$ cat src/rtl/tick_scheduler.sv
// tick_scheduler: timebase controller for the clock/alarm design.
// Produces one-cycle tick enables from clk_50MHz in STOP / RUN / FAST modes,
// with single-step while stopped and a runtime-reloadable normal divisor
// offered through a valid/ready handshake.
//
// Handshake: a divisor transfer happens on a rising edge where
// cfg_valid && cfg_ready are both high. cfg_ready stays low while a divisor
// is pending; a source seeing cfg_ready=0 must hold cfg_valid and cfg_div
// stable until it is taken.
//
// Optional feature: define TICK_SCHEDULER_TICK_CNT_EN to add the 16-bit
// tick_cnt output (wrapping count of emitted ticks, not cleared on STOP).
module tick_scheduler #(
    parameter int CLK_HZ  = 50000000,
    parameter int TICK_HZ = 1,
    parameter int FAST_HZ = 8,
    parameter int DIV_W   = 26
) (
    input  logic             clk_50MHz,
    input  logic             rst,
    input  logic             run,
    input  logic             fast,
    input  logic             step,
    input  logic             cfg_valid,
    input  logic [DIV_W-1:0] cfg_div,
    output logic             cfg_ready,
    output logic             tick,
    output logic             phase,
`ifdef TICK_SCHEDULER_TICK_CNT_EN
    output logic [1:0]       mode,
    output logic [15:0]      tick_cnt
`else
    output logic [1:0]       mode
`endif
);

    // Divisors are "cycles per tick minus one", fixed at elaboration.
    localparam int NORM_DIV_INT = CLK_HZ / TICK_HZ - 1;
    localparam int FAST_DIV_INT = CLK_HZ / FAST_HZ - 1;
    localparam logic [DIV_W-1:0] NORM_DIV = NORM_DIV_INT[DIV_W-1:0];
    localparam logic [DIV_W-1:0] FAST_DIV = FAST_DIV_INT[DIV_W-1:0];

    if ((NORM_DIV_INT >> DIV_W) != 0) begin : g_div_w_too_small
        $error("tick_scheduler: DIV_W too narrow for CLK_HZ/TICK_HZ-1");
    end
    if (FAST_HZ < TICK_HZ) begin : g_fast_too_slow
        $error("tick_scheduler: FAST_HZ must not be below TICK_HZ");
    end

    typedef enum logic [1:0] {
        S_STOP = 2'd0,
        S_RUN  = 2'd1,
        S_FAST = 2'd2
    } state_t;

    state_t           state_q, state_d;
    logic [DIV_W-1:0] cnt_q, cnt_d;
    logic [DIV_W-1:0] div_q, div_d;
    logic [DIV_W-1:0] pend_div_q, pend_div_d;
    logic             pend_q, pend_d;
    logic             tick_q, tick_d;
    logic             phase_q, phase_d;

    logic             accept;
    logic             apply;
    logic [DIV_W-1:0] run_reload_div;

    // State, counter and divisor registers; reset overrides everything.
    always_ff @(posedge clk_50MHz) begin
        if (rst) begin
            state_q    <= S_STOP;
            cnt_q      <= '0;
            div_q      <= NORM_DIV;
            pend_div_q <= '0;
            pend_q     <= 1'b0;
            tick_q     <= 1'b0;
            phase_q    <= 1'b0;
        end else begin
            state_q    <= state_d;
            cnt_q      <= cnt_d;
            div_q      <= div_d;
            pend_div_q <= pend_div_d;
            pend_q     <= pend_d;
            tick_q     <= tick_d;
            phase_q    <= phase_d;
        end
    end

    // Next state, counter reload/decrement, tick generation and divisor apply.
    always_comb begin
        state_d    = state_q;
        cnt_d      = cnt_q;
        div_d      = div_q;
        pend_div_d = pend_div_q;
        pend_d     = pend_q;
        tick_d     = 1'b0;
        apply      = 1'b0;

        // A pending divisor replaces the normal one at the next RUN reload.
        run_reload_div = pend_q ? pend_div_q : div_q;
        accept         = cfg_valid && !pend_q;

        if (!run) begin
            state_d = S_STOP;
        end else if (fast) begin
            state_d = S_FAST;
        end else begin
            state_d = S_RUN;
        end

        // While stopped, a pending divisor lands one cycle after acceptance.
        if (state_q == S_STOP && pend_q) begin
            apply = 1'b1;
        end

        if (state_d == S_STOP) begin
            // Entering or staying in STOP drops the count; a cnt==0 in
            // the same cycle is discarded. Only step produces a tick here.
            cnt_d  = '0;
            tick_d = (state_q == S_STOP) && step;
        end else if (state_d != state_q) begin
            // Mode entry or RUN<->FAST switch: reload for the new mode.
            // A count expiring on the switch cycle still yields its tick.
            tick_d = (state_q != S_STOP) && (cnt_q == '0);
            if (state_d == S_FAST) begin
                cnt_d = FAST_DIV;
            end else begin
                cnt_d = run_reload_div;
                if (pend_q) begin
                    apply = 1'b1;
                end
            end
        end else if (cnt_q == '0) begin
            tick_d = 1'b1;
            if (state_q == S_FAST) begin
                cnt_d = FAST_DIV;
            end else begin
                cnt_d = run_reload_div;
                if (pend_q) begin
                    apply = 1'b1;
                end
            end
        end else begin
            cnt_d = cnt_q - DIV_W'(1);
        end

        if (apply) begin
            div_d  = pend_div_q;
            pend_d = 1'b0;
        end
        // accept needs pend_q=0 and apply needs pend_q=1, so they never collide.
        if (accept) begin
            pend_div_d = cfg_div;
            pend_d     = 1'b1;
        end

        phase_d = phase_q ^ tick_d;
    end

    assign tick      = tick_q;
    assign phase     = phase_q;
    assign mode      = state_q;
    assign cfg_ready = ~pend_q;

`ifdef TICK_SCHEDULER_TICK_CNT_EN
    logic [15:0] tick_cnt_q;

    // Running count of emitted ticks; wraps naturally and survives STOP.
    always_ff @(posedge clk_50MHz) begin
        if (rst) begin
            tick_cnt_q <= '0;
        end else if (tick_q) begin
            tick_cnt_q <= tick_cnt_q + 16'd1;
        end
    end

    assign tick_cnt = tick_cnt_q;
`endif

endmodule

$ cat config.mk
export PLATFORM = sky130hd
export DESIGN_NAME = tick_scheduler
export DESIGN_NICKNAME = d
export VERILOG_FILES = /design/src/rtl/tick_scheduler.sv
export SDC_FILE = /design/constraint.sdc
export NUM_CORES = 1
export LEC_CHECK = 0
export ABC_AREA = 1
export ABC_CLOCK_PERIOD_IN_PS = 2000
export CAP_MARGIN = 10
export CORE_ASPECT_RATIO = 2
export CORE_MARGIN = 4
export CORE_UTILIZATION = 52
export DETAILED_ROUTE_END_ITERATION = 10
export PLACE_DENSITY = 0.73
export SYNTH_ARGS = -nofsm -noshare
export SYNTH_HDL_FRONTEND = slang
export SYNTH_SLANG_ARGS = --single-unit
$ cat constraint.sdc
create_clock -name clk_50MHz -period 2 [get_ports clk_50MHz]
set_input_delay 0.5 -clock clk_50MHz [delete_from_list [all_inputs] [get_ports clk_50MHz]]
set_output_delay 0.5 -clock clk_50MHz [all_outputs]
set_load 0.01 [all_outputs]
==> results by group <==
Run
  – Maximum capacitance violations: 0

Global route
  – First-pass GRT wire length: between 15 and 20 mm
  – Vias in the first global route: 4127
  – Aggregate global-route resource usage: 25.1%
  – Antenna violations before repair: 0
  – Grt total ovfl: 0
  – Largest net degree at the start of global routing: 55

Cells and area
  – NumNets Final: 769
  – Most frequent cells in the layout: 182 x nand2_1, 83 x nor2_1, 83 x dfxtp_1
  – Share of cells above drive strength 1: 10.1%
  – Antenna cells: 0
  – Final Cell Area: 5390 um^2
  – Syn-to-layout area delta: 24.2%
  – Most common cell after layout, fill and taps aside: nand2_1

Critical path
  – Worst Setup EP: mode[0]
  – Worst Path Max Fanout: 6
  – R2r setup slk: 0.14 ns
  – R2r endpoint: cnt_q[15]$_SDFF_PP0_
  – WP depth: 1
  – Setup CP Type: register to output pin
  – Worst Path Buf+Inv: 1
  – Crit path from: mode[0]$_SDFF_PP0_
  – Reg2Reg Depth: 12
  – Crit. End Element: output pin
  – Crit Reg-Reg Startpoint: cnt_q[1]$_SDFF_PP0_
  – Worst endpoint required time: 1.50 ns
  – Crit path max-delay cell type: clkdlybuf4s50_1
  – Worst path max stage delay: 0.61 ns
  – Worst path cell trace: clkdlybuf4s50_1
  – Crit start category: register
  – Critical path's top delay family: buffers and inverters
  – Crit path arrival time: 1.45 ns

Timing
  – Slew HR: 68.8%
  – Worst Skew: 0.00553 ns
  – Final Slew Violations: 0
  – Period minus WS final: 1.95 ns
  – Final cycle utilization of the critical path: 97.5%
  – Final Setup Violations: 0
  – Fmax: about 0.5 GHz
  – Count of final hold-check violations: 0
  – Worst-Margin Slew: between 0.4 and 0.5 ns
  – Min Hold Slack: 0.454 ns

Synth
  – Post-Synthesis Cells: 675
  – EDFF count, synth: 0
  – Area contributors post-synth: dfxtp_1 38%, nand2_1 16%, nand3_1 7.5%, nor2_1 7.3%, inv_1 6.8%
  – Largest area contributor in the netlist: dfxtp_1
  – Sequential share of the synthesized area: 38.3%
  – Seq cells post-synth: 83
  – Most common flop cell mapped by yosys: dfxtp_1
  – Syn Nets: between 700 and 800
  – Mapped cell area: around 4300 um^2
  – Share of flip-flops with an asynchronous set or reset: 0%
  – Syn_area_per_cell: 6.43 um^2
  – Yosys warns: 0
  – Fraction of post-synthesis cell area in the top cell type by area: a little under two fifths
  – Number of distinct library cells after synthesis: 29

Drt
  – WL final: roughly 12 mm
  – Vias: 4387
  – DR vias/cell: between 5 and 6
  – Drt drc: 0
  – Routed length per placed instance: 14.3 um
  – Initial DRC count: 310
  – Routed Antenna Nets: 0
  – First-pass iteration count of the detailed router: 8
  – Met3 routed WL: roughly 420 um
  – DR top layer: met4
  – Met2 wire length: about 6.5 mm
  – WL met1: between 4 and 5 mm

Clocking
  – Insertion delay to the later sink of the worst-skew pair: 0.34 ns
  – Root buf cell: clkbuf_16
  – CTS Buf Count: 9
  – Buffer levels on the longest clock path: 2
  – Hold buffers post-CTS: 0
  – Clk sinks: 83
  – CTS tree: done
  – Clock transition at path regs: about 0.060 ns
  – H-tree depth: 3

Pwr
  – Pleak: 2.62 nW
  – Pwr Density: approximately 900 nW/um^2
  – Peak supply drop: 0.820 mV

Floorplan
  – Core footprint: about 8100 um^2
  – Die height: 137 um
  – DIE AREA: ~10000 um^2
  – Row count: 46
  – Initial cell density of the core: between 50 and 60%
  – Die Wd: just over 70 um
  – Io pins: 37

Placement
  – Final RePlAce weighted congestion: 1.06
  – I/O Buffers: 36
  – Post-detail-place hpwl: 9.02 mm
  – DP Area: 5070 um^2

Hold path
  – Worst hold path type: register to register

Outcome
  – Status: complete, no violations
[what timing repair did]
| action | in CTS | in global routing |
|---|---|---|
| gates resized for setup | 0 | 9 |
| endpoints found under the setup margin | 0 | 23 |
| setup buffers | 0 | 1 |
[sequential cells by signal, summed over array words and instances, names as in the netlist]
signal,count
pend_q,1
phase,1
pend_div_q,26
tick,1
div_q,26
mode,2
cnt_q,26
[cell usage after synthesis, types with 2 or more instances]
cell      count
clkinv_1      3
nand2_2       5
a21oi_1      51
xor2_1       13
nor2_1       85
dfxtp_1      83
buf_4         5
inv_1        79
nand2_1     182
clkbuf_1     16
nand2_4       2
nor2_2        2
buf_2         7
xnor2_1       2
nand4_1       5
nand3b_1      2
o21ai_0      57
nand3_1      65
[cell families (layout without fill, tap and decap cells)]
group                    count (synthesis)  in the layout  share of synthesized area [%]
AND/OR/NAND/NOR                        354            354                           34.6
buffers and inverters                  111            176                           10.4
AO/OA/AOI/OAI                          110            110                           13.2
flip-flops                              83             83                           38.3
XOR/XNOR                                15             15                           3.03
adder cells (fa/ha/maj)                  1              1                          0.288
multiplexers                             1              1                          0.230
[worst min-delay path by stage]
stage	from	to	slack, ns	depth (start not counted)
2_1_floorplan	div_q[0]$_SDFFE_PP1P_	div_q[0]$_SDFFE_PP1P_	0.42	2
3_3_place_gp	div_q[23]$_SDFFE_PP1P_	div_q[23]$_SDFFE_PP1P_	0.43	2
3_5_place_dp	div_q[1]$_SDFFE_PP1P_	div_q[1]$_SDFFE_PP1P_	0.44	2
4_1_cts	div_q[1]$_SDFFE_PP1P_	div_q[1]$_SDFFE_PP1P_	0.46	2
5_1_grt	div_q[13]$_SDFFE_PP1P_	div_q[13]$_SDFFE_PP1P_	0.48	2
6_report	div_q[19]$_SDFFE_PP1P_	div_q[19]$_SDFFE_PP1P_	0.45	2
[layer usage]
layer	vias to the layer above	global-route usage [%]
met1	1968	25.7
met5	-	0
met4	0	14.4
met3	40	4.02
li1	2253	-
met2	126	46.4
[where the power goes]
part           total, W  switching [W]  internal, W
Combinational   0.00137       0.000822     0.000547
Clock           0.00158       0.000671     0.000912
Sequential      0.00190       0.000100      0.00180
Total           0.00486        0.00159      0.00326
[through the flow]
| step | TNS [ns] | power [W] | setup WS (ns) | cells | util [%] |
|---|---|---|---|---|---|
| floorplan | 0 | 0.00277 | 0.277 | 675 | - |
| global placement | -4.80 | 0.00323 | -0.209 | 820 | 62.9 |
| detailed placement | -5.91 | 0.00327 | -0.220 | 820 | 62.9 |
| CTS | 0 | 0.00484 | 0.0413 | 835 | 66.5 |
| global route | -0.0201 | 0.00512 | -0.0201 | 836 | 66.9 |
| finish | 0 | 0.00486 | 0.0508 | 836 | 66.9 |
[final cells by class]
class                   count  area [um^2]
repair buffers             79          758
multi-input cells         481         2260
well taps                  96          120
clock buffers              11          253
fillers                   724         2660
inverters                  82          308
flip-flops and latches     83         1660
clock inverters             4         33.8
Note: power is estimated with default switching activity, not from simulation.
